==> src/rtl/ripple_adder_4bit.sv <==
// Registered ripple-carry adder: a chain of single-bit full-adder cells
// feeding a one-stage output register that also carries the status flags.

// Single-bit full adder used as one link of the ripple chain.
module ripple_full_adder (
    input  logic a,
    input  logic b,
    input  logic cin,
    output logic s,
    output logic cout
);

    logic half_sum;

    // Propagate term is shared between the sum bit and the carry-out.
    always_comb begin
        half_sum = a ^ b;
        s        = half_sum ^ cin;
        cout     = (a & b) | (cin & half_sum);
    end

endmodule

// Top level: WIDTH cells chained LSB to MSB, results captured on in_valid.
module ripple_adder_4bit #(
    parameter int WIDTH = 4
) (
    input  logic             clk,
    input  logic             rst,
    input  logic [WIDTH-1:0] A,
    input  logic [WIDTH-1:0] B,
    input  logic             Cin,
    input  logic             in_valid,
    output logic [WIDTH-1:0] Sum,
    output logic             Cout,
    output logic             Ovf,
    output logic             Zero,
    output logic             out_valid
);

    // carry[i] is the carry into cell i; carry[WIDTH] leaves the MSB cell.
    logic [WIDTH:0]   carry;
    logic [WIDTH-1:0] sum_bits;
    logic             ovf_next;
    logic             zero_next;

    assign carry[0] = Cin;

    // One full-adder cell per bit; the carry ripples serially, no lookahead.
    for (genvar i = 0; i < WIDTH; i++) begin : g_cell
        ripple_full_adder u_fa (
            .a    (A[i]),
            .b    (B[i]),
            .cin  (carry[i]),
            .s    (sum_bits[i]),
            .cout (carry[i+1])
        );
    end

    // Signed overflow shows up as disagreement between carry into and out of the MSB.
    always_comb begin
        ovf_next  = carry[WIDTH] ^ carry[WIDTH-1];
        zero_next = ~|sum_bits;
    end

    // Output register: reset clears everything (Zero included), a valid operand
    // loads fresh results, otherwise results hold and out_valid drops.
    always_ff @(posedge clk) begin
        if (rst) begin
            Sum       <= '0;
            Cout      <= 1'b0;
            Ovf       <= 1'b0;
            Zero      <= 1'b0;
            out_valid <= 1'b0;
        end else if (in_valid) begin
            Sum       <= sum_bits;
            Cout      <= carry[WIDTH];
            Ovf       <= ovf_next;
            Zero      <= zero_next;
            out_valid <= 1'b1;
        end else begin
            out_valid <= 1'b0;
        end
    end

endmodule

==> config.mk <==
export PLATFORM = sky130hd
export DESIGN_NAME = ripple_adder_4bit
export DESIGN_NICKNAME = d
export VERILOG_FILES = /design/src/rtl/ripple_adder_4bit.sv
export SDC_FILE = /design/constraint.sdc
export NUM_CORES = 1
export LEC_CHECK = 0
export CAP_MARGIN = 20
export CORE_AREA = 2 2 39 41
export CTS_CLUSTER_DIAMETER = 30
export DETAILED_ROUTE_END_ITERATION = 6
export DIE_AREA = 0 0 41 43
export GPL_ROUTABILITY_DRIVEN = 1
export GPL_TIMING_DRIVEN = 0
export SETUP_SLACK_MARGIN = 0.4
export SLEW_MARGIN = 30
export SYNTH_ARGS = -nofsm -noshare
export SYNTH_HDL_FRONTEND = slang
export SYNTH_SLANG_ARGS = --single-unit
==> constraint.sdc <==
create_clock -name clk -period 3.2 [get_ports clk]
set_input_delay 0.8 -clock clk [delete_from_list [all_inputs] [get_ports clk]]
set_output_delay 0.8 -clock clk [all_outputs]
set_load 0.02 [all_outputs]
==> run metrics, run 1 <==
Worst EP arrival 2.82 ns; CTS root buf clkbuf_4; clock transition at the registers of the reported paths 0.05 ns; Yosys reg bits 8; mapped cell area between 300 and 400 µm²; worst clock skew 0 ns; pins over their slew limit 0; leakage power figure between 0.2 and 0.3 nW; number of max-cap violations 0; Buffers on Ports 17; share of layout cells above drive strength 1 21.1%; Synth Area in Adders around 21%; Peak VDD IR 0.130 mV; Synth Net Count 51; Syn-to-layout area delta 60.6%; worst reg2reg path depth 2; mux contribution to synthesized area roughly 7.7%; Final min period about 2.7 ns; clk sink count 8; HPWL Detailed between 500 and 600 µm; core area 1380 µm²; crit-path max FO 2; slew margin rel. about three quarters; vias per cell between 4 and 5; die width between 40 and 50 µm; Final Net Count 75; drt total wl ~690 µm; busiest grt layer met2; Die Y 43 µm; post-route design area slightly above 600 µm²; Antenna Cells 0; RR Endpoint Cout; Clock Latency Late Sink 0.24 ns; r2r startpoint Cout; Synth Area in Simple Gates approximately an eighth; via count 321; Placed Area between 500 and 600 µm²; crit end category flop; H-tree Lvls 1; post-layout util between 40% and 50%; f_max between 300 and 400 MHz; largest family of logic cells by synthesized area adder cells; Synth cell types 13; I/O Pins 20; first-pass detailed-route iteration total 4; YS warnings 0; Hold Fails Final Rpt 0; detailed-route DRC error count 0; Final Non-Filler Cells 73; overall die area 1760 µm²; Synth Instances 35; post-route ant nets 0; RSZ-0062 raised after global routing no; # rows 14; global-route wire length before repair between 1 and 1.5 mm; Syn Area/Cell 11.1 µm²; GR Util met3 approximately 1.6%; Hold Buf Count CTS 0; Remaining Overflow, GRT 0; GRT met1 Usage 8.85%; setup ws final around 0.51 ns; XOR/XNOR Fraction of Synth Area approximately 2.3%; CP startpoint kind input pin; complex-gate fraction of the synthesized area ~8.7%; part of the cycle the worst path needs a little over four fifths; R2R setup slack between 2 and 3 ns; number of CTS-inserted buffers 3; dpl ws -0.0860 ns; run status finished clean; critical path class input pin to flop; drt wl/cell about 9.5 µm; Hold Path Class flop to flop; initial antenna violation count 0; # setup viols final 0; Placed Instances 68; TritonCTS clock tree done; Critical Path End Zero; number of global-route vias before repair ~280; GPL Wtd Cong between 0.6 and 0.7; post-synthesis sequential area ratio between 40% and 50%; largest net degree at the start of global routing 11; worst slew pin tran roughly 0.35 ns; Initial DRC Count 4; CP required between 3 and 4 ns; crit path launch A[0]; M2 GR Usage about 14%; Setup TNS 0 ns; Pwr per Cell Area 428 nW/µm²; Clock Path Buffers 2; GRT Util Overall under 10%; Starting Density 28.0%
critical path, stage by stage:
cell and delay (ns):
clkdlybuf4s15_1 0.19, fa_2 0.39, fa_2 0.34, fa_2 0.36, inv_2 0.06, fa_1 0.41
or4b_4 0.22, o22ai_2 0.04
metal layers:
layer	share of wire, %	wire length (µm)
met1	42	292
met2	50	346
met3	5.4	37
met4	2.0	14
met5	0	0
stage by stage:
step | hold slack, ns | total power, mW
2_1_floorplan | 0.549 | 0.156
5_1_grt | 0.519 | 0.284
6_report | 0.484 | 0.267
3_5_place_dp | 0.473 | 0.192
4_1_cts | 0.490 | 0.268
3_3_place_gp | 0.473 | 0.191
where the power goes:
group | leakage (nW) | internal, mW | switching, mW | total, mW
Clock | 0.0138 | 0.0428 | 0.0322 | 0.0750
Sequential | 0.0661 | 0.108 | 0.00378 | 0.112
Combinational | 0.176 | 0.0445 | 0.0352 | 0.0797
registers in the layout, summed over array words and instances, names as in the netlist:
register and cells:
Cout 1, Ovf 1, Sum 4, Zero 1, out_valid 1
Yosys cell counts:
| library cell | count | share of area [%] |
|---|---|---|
| inv_1 | 4 | 3.9 |
| nand2b_1 | 3 | 4.8 |
| dfxtp_1 | 8 | 41 |
| o22ai_2 | 1 | 3.2 |
| a211oi_1 | 2 | 3.9 |
| buf_2 | 1 | 1.3 |
| fa_1 | 4 | 21 |
| or4b_4 | 1 | 3.5 |
| o22ai_1 | 1 | 1.6 |
| clkbuf_1 | 1 | 0.97 |
| nor2_1 | 5 | 4.8 |
| mux2i_1 | 3 | 7.7 |
| xor2_1 | 1 | 2.3 |
how the worst min path moves through the flow:
stage,startpoint,to,slack [ns],depth (start not counted)
after CTS,Ovf,Ovf,0.49,2
after global routing,Ovf,Ovf,0.52,2
final,Ovf,Ovf,0.48,2
after global placement,Sum[0],Sum[0],0.47,2
after detailed placement,Sum[3],Sum[3],0.47,2
after floorplan,Sum[3],Sum[3],0.55,2
final cells by class:
cell class	instances	area (µm²)
Buffer	2	8.76
Clock buffer	3	22.5
Fill cell	133	761
Inverter	4	15.0
Multi-Input combinational cell	21	211
Sequential cell	8	160
Tap cell	16	20.0
Timing Repair Buffer	19	185
kinds of logic (layout without fill, tap and decap cells):
| logic type | after synthesis | in the layout |
|---|---|---|
| buffers and inverters | 6 | 28 |
| and+or+nand+nor | 9 | 9 |
| xor gates and xnor gates | 1 | 1 |
| DFF | 8 | 8 |
| muxes | 3 | 3 |
| AOI/OAI and AO/OA | 4 | 4 |
| adders and majority gates | 4 | 4 |
placed cells by master (no fill, tap or decap):
| master | instances |
|---|---|
| a211oi_1 | 2 |
| buf_2 | 1 |
| buf_4 | 2 |
| clkbuf_1 | 1 |
| clkbuf_4 | 3 |
| clkdlybuf4s15_1 | 3 |
| clkdlybuf4s50_1 | 14 |
| dfxtp_1 | 8 |
| fa_1 | 1 |
| fa_2 | 3 |
| inv_1 | 3 |
| inv_2 | 1 |
| mux2i_1 | 3 |
| nand2b_1 | 3 |
| nor2_1 | 5 |
| o22ai_1 | 1 |
| o22ai_2 | 1 |
| or4b_4 | 1 |
| xor2_1 | 1 |
repair_timing:
| item | CTS | global route |
|---|---|---|
| resized for setup | 7 | 1 |
| setup buffers | 1 | 1 |
| pin swaps | 4 | 5 |
| setup endpoints to repair | 2 | 1 |
| endpoints found under the hold margin | 0 | 0 |
Power figures use the tool's default switching activity.
==> run 2: changes to the inputs <==
==> constraint.sdc (replaced) <==
create_clock -name clk -period 2.6 [get_ports clk]
set_input_delay 0.65 -clock clk [delete_from_list [all_inputs] [get_ports clk]]
set_output_delay 0.65 -clock clk [all_outputs]
set_load 0.02 [all_outputs]
==> run 2 against run 1 <==
Die area stayed put. Count of clock-buffer cells in the layout unchanged. Utilization is 1.4 points lower. Critical endpoint unchanged.
==> run metrics, run 2 (synthesis gave the netlist of run 1 again) <==
post-layout util 43.7%; slew margin rel. about 77%; core area between 1000 and 1500 µm²; initial antenna violation count 0; vias per cell roughly 4.3; via count between 300 and 400; Int Pwr between 0.2 and 0.25 mW; Antenna Cells 0; Worst EP arrival roughly 2.6 ns; # rows 14; Tot Pwr 0.327 mW; post-route design area between 600 and 700 µm²; Switching Share between 20% and 30%; Peak VDD IR 0.186 mV; number of global-route vias before repair 303; clk sink count 8; Die Y between 40 and 50 µm; Buffers on Ports 17; # setup viols final 0; pins over their slew limit 0; GPL Wtd Cong about 0.6; drt total wl 712 µm; Syn-to-layout area delta 55.8%; most frequent cells in the layout 12 x clkdlybuf4s50_1, 8 x dfxtp_1, 5 x nor2_1; Clock Latency Late Sink between 0.2 and 0.3 ns; Hold Buf Count CTS 0; clock transition at the registers of the reported paths approximately 0.060 ns; run status finished clean; I/O Pins 20; Setup TNS 0 ns; largest register by flop count Sum; Hold Fails Final Rpt 0; number of CTS-inserted buffers 3; critical path class input pin to flop; power share of the combinational group 29.0%; crit-path max FO 2; Min Hold Slack 0.478 ns; net switching power approximately 0.089 mW; detailed-route DRC error count 0; Clock Path Buffers 2; worst slew pin tran 0.341 ns; depth of the worst hold-timing path 2; CTS root buf clkbuf_4; Placed Area 586 µm²; worst reg2reg path depth 2; f_max about 410 MHz; drt wl/cell ~9.9 µm; H-tree Lvls 1; clock power share 28.8%; sequential share of power 42.3%; Pwr per Cell Area ~540 nW/µm²; largest net degree at the start of global routing 11; GRT Util Overall a little over a tenth; crit end category flop; max reg flops 4; most common cell after layout, fill and taps aside clkdlybuf4s50_1; Starting Density between 20 and 30%; Final Net Count 74; post-route ant nets 0; share of layout cells above drive strength 1 25.0%; part of the cycle the worst path needs between 90% and 100%; Hold Path Class flop to flop; CP required about 2.7 ns; worst clock skew 0 ns; TritonCTS clock tree done; overall die area roughly 1800 µm²; Initial DRC Count 1; RSZ-0062 raised after global routing yes; Final min period roughly 2.4 ns; first-pass detailed-route iteration total 4; global-route wire length before repair 1.19 mm; number of max-cap violations 0; leakage power figure 0.254 nW; die width just over 40 µm; CP startpoint kind input pin; Remaining Overflow, GRT 0
[run 2: critical path, cell delays in order]
cell and delay (ns):
buf_6 0.09, fa_2 0.37, fa_2 0.34, fa_2 0.36, inv_2 0.07, fa_1 0.42, or4b_4 0.22, o22ai_2 0.04
[run 2: area by class of cell]
class                   instances  area [µm²]
multi-input cells              21         211
inverters                       4        15.0
clock buffers                   3        22.5
repair buffers                 18         166
fillers                       151         779
well taps                      16        20.0
flip-flops and latches          8         160
plain buffers                   2        8.76
[run 2: path summary, 6_finish.rpt]
path	startpoint	endpoint	slack (ns)
max	Cin	Zero	0.16
min	Sum[3]	Sum[3]	0.48
max reg2reg	Cout	Cout	1.99
min reg2reg	Sum[3]	Sum[3]	0.48
[run 2: per-layer routing]
| layer | vias to the layer above | wire [µm] | global-route usage (%) |
|---|---|---|---|
| li1 | 156 | - | - |
| met1 | 140 | 292 | 12.2 |
| met2 | 13 | 343 | 14.4 |
| met3 | 4 | 34 | 1.57 |
| met4 | 0 | 41 | 14.0 |
| met5 | - | 0 | 0 |
[run 2: power groups by stage]
stage,clock network [mW],registers (mW),logic (mW)
after floorplan,0,0.154,0.0399
after global placement,0,0.140,0.0966
after detailed placement,0,0.141,0.0972
after CTS,0.0998,0.138,0.0964
after global routing,0.108,0.139,0.105
final,0.0941,0.138,0.0946
[run 2: timing repair]
| item | CTS | global route |
|---|---|---|
| resized for setup | 15 | 0 |
| pin swaps | 5 | 0 |
| endpoints found under the setup margin | 5 | 3 |
| buffers inserted | 1 | 0 |
[run 2: stage by stage]
| stage | cells | setup WS (ns) |
|---|---|---|
| floorplan | 35 | -0.0240 |
| detailed placement | 68 | -0.534 |
| finish | 72 | 0.158 |
| global placement | 68 | -0.541 |
| CTS | 72 | 0.165 |
| global route | 72 | 0.100 |
